==> config.mk <==
export PLATFORM = sky130hd
export DESIGN_NAME = instr_fetch_unit
export DESIGN_NICKNAME = d
export VERILOG_FILES = /design/src/rtl/fetch_pkg.sv /design/src/rtl/fetch_fifo.sv /design/src/rtl/instr_fetch_unit.sv
export SDC_FILE = /design/constraint.sdc
export NUM_CORES = 1
export LEC_CHECK = 0
export CAP_MARGIN = 15
export CORE_MARGIN = 4
export CORE_UTILIZATION = 51
export DETAILED_ROUTE_END_ITERATION = 8
export PLACE_DENSITY = 0.81
export SLEW_MARGIN = 20
export SYNTH_ARGS = -nofsm -noshare
export SYNTH_HDL_FRONTEND = slang
export SYNTH_SLANG_ARGS = --single-unit
==> constraint.sdc <==
create_clock -name iClk -period 8 [get_ports iClk]
set_input_delay 2 -clock iClk [delete_from_list [all_inputs] [get_ports iClk]]
set_output_delay 2 -clock iClk [all_outputs]
set_load 0.05 [all_outputs]
==> src/rtl/fetch_pkg.sv <==
// Shared types and defaults for the instruction-fetch stage.
package fetch_pkg;

    localparam int unsigned XLEN = 32;
    localparam logic [XLEN-1:0] RESET_PC  = 32'h0000_0000;
    localparam logic [XLEN-1:0] NOP_INSTR = 32'h0000_0013;

    typedef enum logic [1:0] {
        RUN  = 2'd0,
        WAIT = 2'd1,
        DROP = 2'd2
    } fetch_state_t;

    typedef struct packed {
        logic [XLEN-1:0] instr;
        logic [XLEN-1:0] pc;
    } fetch_entry_t;

endpackage

==> src/rtl/fetch_fifo.sv <==
// Small circular buffer of fetched {instr, pc} entries; head reads as zero when empty.
module fetch_fifo
    import fetch_pkg::*;
#(
    parameter int unsigned DEPTH = 2,
    localparam int unsigned AW = (DEPTH > 1) ? $clog2(DEPTH) : 1,
    localparam int unsigned CW = AW + 1
) (
    input  logic         clk,
    input  logic         rst_n,
    input  logic         push,
    input  logic         pop,
    input  logic         flush,
    input  fetch_entry_t wdata,
    output logic [CW-1:0] count,
    output fetch_entry_t head
);

    fetch_entry_t     mem [DEPTH];
    logic [AW-1:0]    wr_ptr;
    logic [AW-1:0]    rd_ptr;
    logic             pop_ok;
    logic             push_ok;

    assign pop_ok  = pop && (count != '0);
    assign push_ok = push && ((count < CW'(DEPTH)) || pop_ok);
    assign head    = (count != '0) ? mem[rd_ptr] : '0;

    // Pointers and occupancy; flush wins over any same-cycle push or pop.
    always_ff @(posedge clk or negedge rst_n) begin
        if (!rst_n) begin
            wr_ptr <= '0;
            rd_ptr <= '0;
            count  <= '0;
        end else if (flush) begin
            wr_ptr <= '0;
            rd_ptr <= '0;
            count  <= '0;
        end else begin
            if (push_ok) wr_ptr <= wr_ptr + AW'(1);
            if (pop_ok)  rd_ptr <= rd_ptr + AW'(1);
            if (push_ok && !pop_ok)      count <= count + CW'(1);
            else if (pop_ok && !push_ok) count <= count - CW'(1);
        end
    end

    always_ff @(posedge clk) begin
        if (push_ok && !flush) mem[wr_ptr] <= wdata;
    end

endmodule

==> src/rtl/instr_fetch_unit.sv <==
// Fetch stage: PC sequencing, single-outstanding imem reads, redirect/flush, decode handoff.
module instr_fetch_unit
    import fetch_pkg::*;
#(
    parameter int unsigned      XLEN       = fetch_pkg::XLEN,
    parameter logic [XLEN-1:0]  RESET_PC   = fetch_pkg::RESET_PC,
    parameter int unsigned      FIFO_DEPTH = 2
) (
    input  logic            iClk,
    input  logic            iRst_n,
    output logic            oImemReq,
    output logic [XLEN-1:0] oImemAddr,
    input  logic            iImemGnt,
    input  logic            iImemRvalid,
    input  logic [XLEN-1:0] iImemRdata,
    output logic            oInstrValid,
    input  logic            iInstrReady,
    output logic [XLEN-1:0] oInstr,
    output logic [XLEN-1:0] oPC,
    output logic [6:0]      oOpcode,
    input  logic            iPCjump,
    input  logic [XLEN-1:0] iBranchPC,
    input  logic [XLEN-1:0] iBranchImm
);

    localparam int unsigned CW = ((FIFO_DEPTH > 1) ? $clog2(FIFO_DEPTH) : 1) + 1;

    fetch_state_t    state, state_d;
    logic [XLEN-1:0] fetch_pc, fetch_pc_d;
    logic [XLEN-1:0] req_pc, req_pc_d;
    logic [XLEN-1:0] jump_target;
    logic            fifo_push;
    logic            fifo_pop;
    logic            fifo_flush;
    logic [CW-1:0]   fifo_count;
    fetch_entry_t    fifo_wdata;
    fetch_entry_t    fifo_head;

    assign jump_target = (iBranchPC + iBranchImm) & ~(XLEN'(3));

    // Request is held off during reset so nothing leaves the stage before it runs.
    assign oImemReq  = iRst_n && (state == RUN) && (fifo_count < CW'(FIFO_DEPTH)) && !iPCjump;
    assign oImemAddr = fetch_pc;

    assign oInstrValid = (fifo_count != '0);
    assign oInstr      = fifo_head.instr;
    assign oPC         = fifo_head.pc;
    assign oOpcode     = fifo_head.instr[6:0];

    assign fifo_pop   = oInstrValid && iInstrReady;
    assign fifo_flush = iPCjump;
    assign fifo_wdata = '{instr: iImemRdata, pc: req_pc};

    always_ff @(posedge iClk or negedge iRst_n) begin
        if (!iRst_n) begin
            state    <= RUN;
            fetch_pc <= RESET_PC;
            req_pc   <= '0;
        end else begin
            state    <= state_d;
            fetch_pc <= fetch_pc_d;
            req_pc   <= req_pc_d;
        end
    end

    // Next state; a redirect overrides everything and kills any in-flight data.
    always_comb begin
        state_d    = state;
        fetch_pc_d = fetch_pc;
        req_pc_d   = req_pc;
        fifo_push  = 1'b0;
        if (iPCjump) begin
            fetch_pc_d = jump_target;
            case (state)
                RUN:     state_d = RUN;
                WAIT:    state_d = iImemRvalid ? RUN : DROP;
                DROP:    state_d = iImemRvalid ? RUN : DROP;
                default: state_d = RUN;
            endcase
        end else begin
            case (state)
                RUN: begin
                    if (oImemReq && iImemGnt) begin
                        req_pc_d   = fetch_pc;
                        fetch_pc_d = fetch_pc + XLEN'(4);
                        state_d    = WAIT;
                    end
                end
                WAIT: begin
                    if (iImemRvalid) begin
                        fifo_push = 1'b1;
                        state_d   = RUN;
                    end
                end
                DROP: begin
                    if (iImemRvalid) state_d = RUN;
                end
                default: state_d = RUN;
            endcase
        end
    end

    fetch_fifo #(
        .DEPTH (FIFO_DEPTH)
    ) u_fifo (
        .clk   (iClk),
        .rst_n (iRst_n),
        .push  (fifo_push),
        .pop   (fifo_pop),
        .flush (fifo_flush),
        .wdata (fifo_wdata),
        .count (fifo_count),
        .head  (fifo_head)
    );

endmodule

==> summary.txt <==
Hold path
  – Source of the worst hold timing path: req_pc[29]$_DFFE_PN0P_
  – Worst hold path endpoint: u_fifo.mem[1][29]$_DFFE_PP_
  – Hold path depth: 0
  – HP Class: flop to flop

Timing
  – Worst-margin pin slew: 1.11 ns
  – RSZ-0062 raised after global routing: no
  – Final Hold Viols: 0
  – Finish-stage setup viols: 0
  – Fin crit share: 65.6%
  – Final Max Slew Viols: 0
  – Max Fclk: 0.191 GHz
  – Setup TNS: 0 ns
  – Post-Route Skew: 0.00916 ns
  – WHS: 0.469 ns
  – Max-slew headroom: 26.1%
  – Final min period: 5.25 ns

Detailed routing
  – Post-route ant nets: 0
  – DRC Markers: 0
  – Routed WL per cell: 16.2 um
  – Vias/cell: 5.32
  – Initial drt markers: 388
  – Vias: 6485
  – WL final: 19800 um
  – Drt first pass iters: 4

Clocking
  – Hold_buf cts: 0
  – Htree depth: 4
  – TritonCTS clock tree: built
  – CTS Buffer Depth: 2
  – Setup bufs post-CTS: 0
  – CTS resizes: 0
  – Num Clock Sinks: 190
  – Latest clock arrival within the worst-skew pair: 0.42 ns
  – Cts bufs inserted: 17
  – CTS Root Cell: clkbuf_16
  – Clk slew on worst S/H paths: 0.07 ns

Floorplanning
  – Starting Density: 52.4%
  – IO Count: 207
  – Die W: 142 um
  – Die H: 142 um
  – Core area: 17400 sq um
  – Die Area: 20100 sq um
  – Row count: 48

Worst setup path
  – R2R Path End: oImemAddr[31]$_DFFE_PN0N_
  – CP arrival: 3.25 ns
  – Startpoint Class: input port
  – Reg2reg setup slack: 5.11 ns
  – Worst-path fanout max: 3
  – CP cell instances: buf_2, and4bb_2, clkdlybuf4s50_1
  – Reg2reg start: state[1]$_DFFE_PN0P_
  – R2R depth: 10
  – Largest stage delay on the critical path: 0.82 ns
  – Critical path class: input port to primary output
  – Slowest CP cell: clkdlybuf4s50_1
  – Worst EP required: 6.00 ns
  – Nature of the critical path endpoint: primary output

Synth
  – Ys flop type: edfxtp_1
  – #FFs+latches synth: 190
  – Mean post-synth cell area: 11.6 sq um
  – Syn Inst Count: 790
  – Sequential share of the synthesized area: 58.9%
  – EDFF count, synth: 124
  – Post-synthesis async set-or-reset flop share: 34.7%
  – Cell area after synthesis: 9130 sq um
  – Synth warn: 0
  – Synth unique cells: 62

Place
  – PortBufs: 202
  – GPL Wtd Cong: 0.834
  – Final HPWL DP: 13900 um

Pwr
  – Power per cell area: 218 nW/um^2
  – Maximum vdd ir drop: 154 uV
  – Leak pwr: 4.49 nW

Cells and area
  – Commonest non-fill, non-tap cell in the layout: clkdlybuf4s50_1
  – # fillers: 1318
  – Final core utilization: 68.3%
  – # nets final: 1117
  – Ratio of cells with drive above 1 in the final layout: 6.33%
  – P&R area growth vs syn: 30.3%
  – Commonest non-fill, non-tap cells in the layout: clkdlybuf4s50_1 (200), edfxtp_1 (124), nand2_1 (118), nor2_1 (102)
  – Inserted Diodes: 0

Global route
  – GR Layer Usage met1: 26.0%
  – GRT busiest layer: met2
  – GRT overflow: 0
  – First-pass GRT wire length: 31500 um
  – GR Util met3: 5.19%
  – Initial antenna violation count: 0
  – Largest net degree at the start of global routing: 67
  – M2 GR Usage: 32.9%
  – Total GRT Usage: 19.8%
  – Vias in the first global route: 6411

Job
  – Max Cap Viol: 0

Status
  – Status: finished, final reports clean
==> worst max-delay path by stage <==
stage / startpoint / endpoint / slack (ns)
after detailed placement: iPCjump / oImemReq / 2.76
after global placement: iPCjump / oImemReq / 2.76
after CTS: iPCjump / oImemReq / 2.75
after global routing: iPCjump / oImemReq / 2.73
after floorplan: iPCjump / u_fifo.mem[1][10]$_DFFE_PP_ / 0.47
final: iPCjump / oImemReq / 2.75
==> critical path, delay by kind of cell <==
kind	cells	cell delay [ns]
buf+inv	2	0.93
simple gates	1	0.32
==> final cells by class <==
| type | instances | area, sq um | area share [%] |
|---|---|---|---|
| Sequential cell | 190 | 5380 | 45.2 |
| Multi-Input combinational cell | 556 | 3560 | 29.9 |
| Timing Repair Buffer | 208 | 2060 | 17.3 |
| Clock buffer | 20 | 478 | 4.02 |
| Tap cell | 225 | 282 | 2.37 |
| Clock inverter | 12 | 103 | 0.863 |
| Inverter | 9 | 33.8 | 0.284 |
==> cells in the mapped netlist (all sizes together), types with 3 or more instances <==
master / count / area [sq um]
a211oi: 3 / 22.5
a21o: 13 / 97.6
a21oi: 40 / 208
a221oi: 5 / 43.8
a311oi: 3 / 32.5
a31oi: 5 / 31.3
and2: 4 / 27.5
and3: 10 / 63.8
and4: 4 / 35.0
buf: 13 / 90.1
clkbuf: 25 / 93.8
dfrtp: 66 / 1650
edfxtp: 124 / 3720
ha: 33 / 413
inv: 9 / 33.8
mux2i: 65 / 651
nand2: 119 / 449
nand3: 18 / 90.1
nand4: 10 / 68.8
nor2: 103 / 387
nor2b: 6 / 37.5
nor3: 11 / 82.6
o21ai: 22 / 114
o22ai: 3 / 18.8
or2: 3 / 18.8
xnor2: 20 / 175
xor2: 27 / 236
==> sequential cells by signal, summed over array words and instances (netlist names) <==
name,count
u_fifo.wr_ptr,1
u_fifo.count,2
req_pc,30
state,2
oImemAddr,30
u_fifo.mem,124
u_fifo.rd_ptr,1
==> kinds of logic (layout without fill, tap and decap cells) <==
| logic type | count (synthesis) | count (layout) | synth area share (%) |
|---|---|---|---|
| buf+inv | 47 | 249 | 2.39 |
| other cells | 1 | 4 | 0.0411 |
| flops | 190 | 190 | 58.9 |
| simple gates | 295 | 295 | 14.4 |
| fa+ha+maj | 33 | 33 | 4.52 |
| compound gates | 112 | 112 | 8.08 |
| mux | 65 | 65 | 7.13 |
| xor+xnor | 47 | 47 | 4.51 |
==> metrics by stage <==
step | setup WS (ns) | cells | instance area, sq um | total power [mW]
after floorplan | 0.468 | 793 | 9140 | 1.61
after CTS | 2.75 | 1220 | 11900 | 2.62
after global routing | 2.73 | 1220 | 11900 | 2.72
final | 2.75 | 1220 | 11900 | 2.60
after detailed placement | 2.76 | 1188 | 11300 | 1.81
after global placement | 2.76 | 1188 | 11300 | 1.80
==> power by group <==
group          switching, mW  leakage [nW]  internal [mW]
sequential            0.0957          1.92           1.17
clock                  0.361         0.278          0.440
combinational          0.314          2.30          0.213
total                  0.771          4.49           1.83
==> routing by layer <==
metal  vias to the layer above  part of all wire [%]
met5                         -                     0
met4                         0                   1.5
met3                        26                   7.3
met2                       197                    48
met1                      3059                    43
li1                       3203                     -
Note: power is estimated with default switching activity, not from simulation.
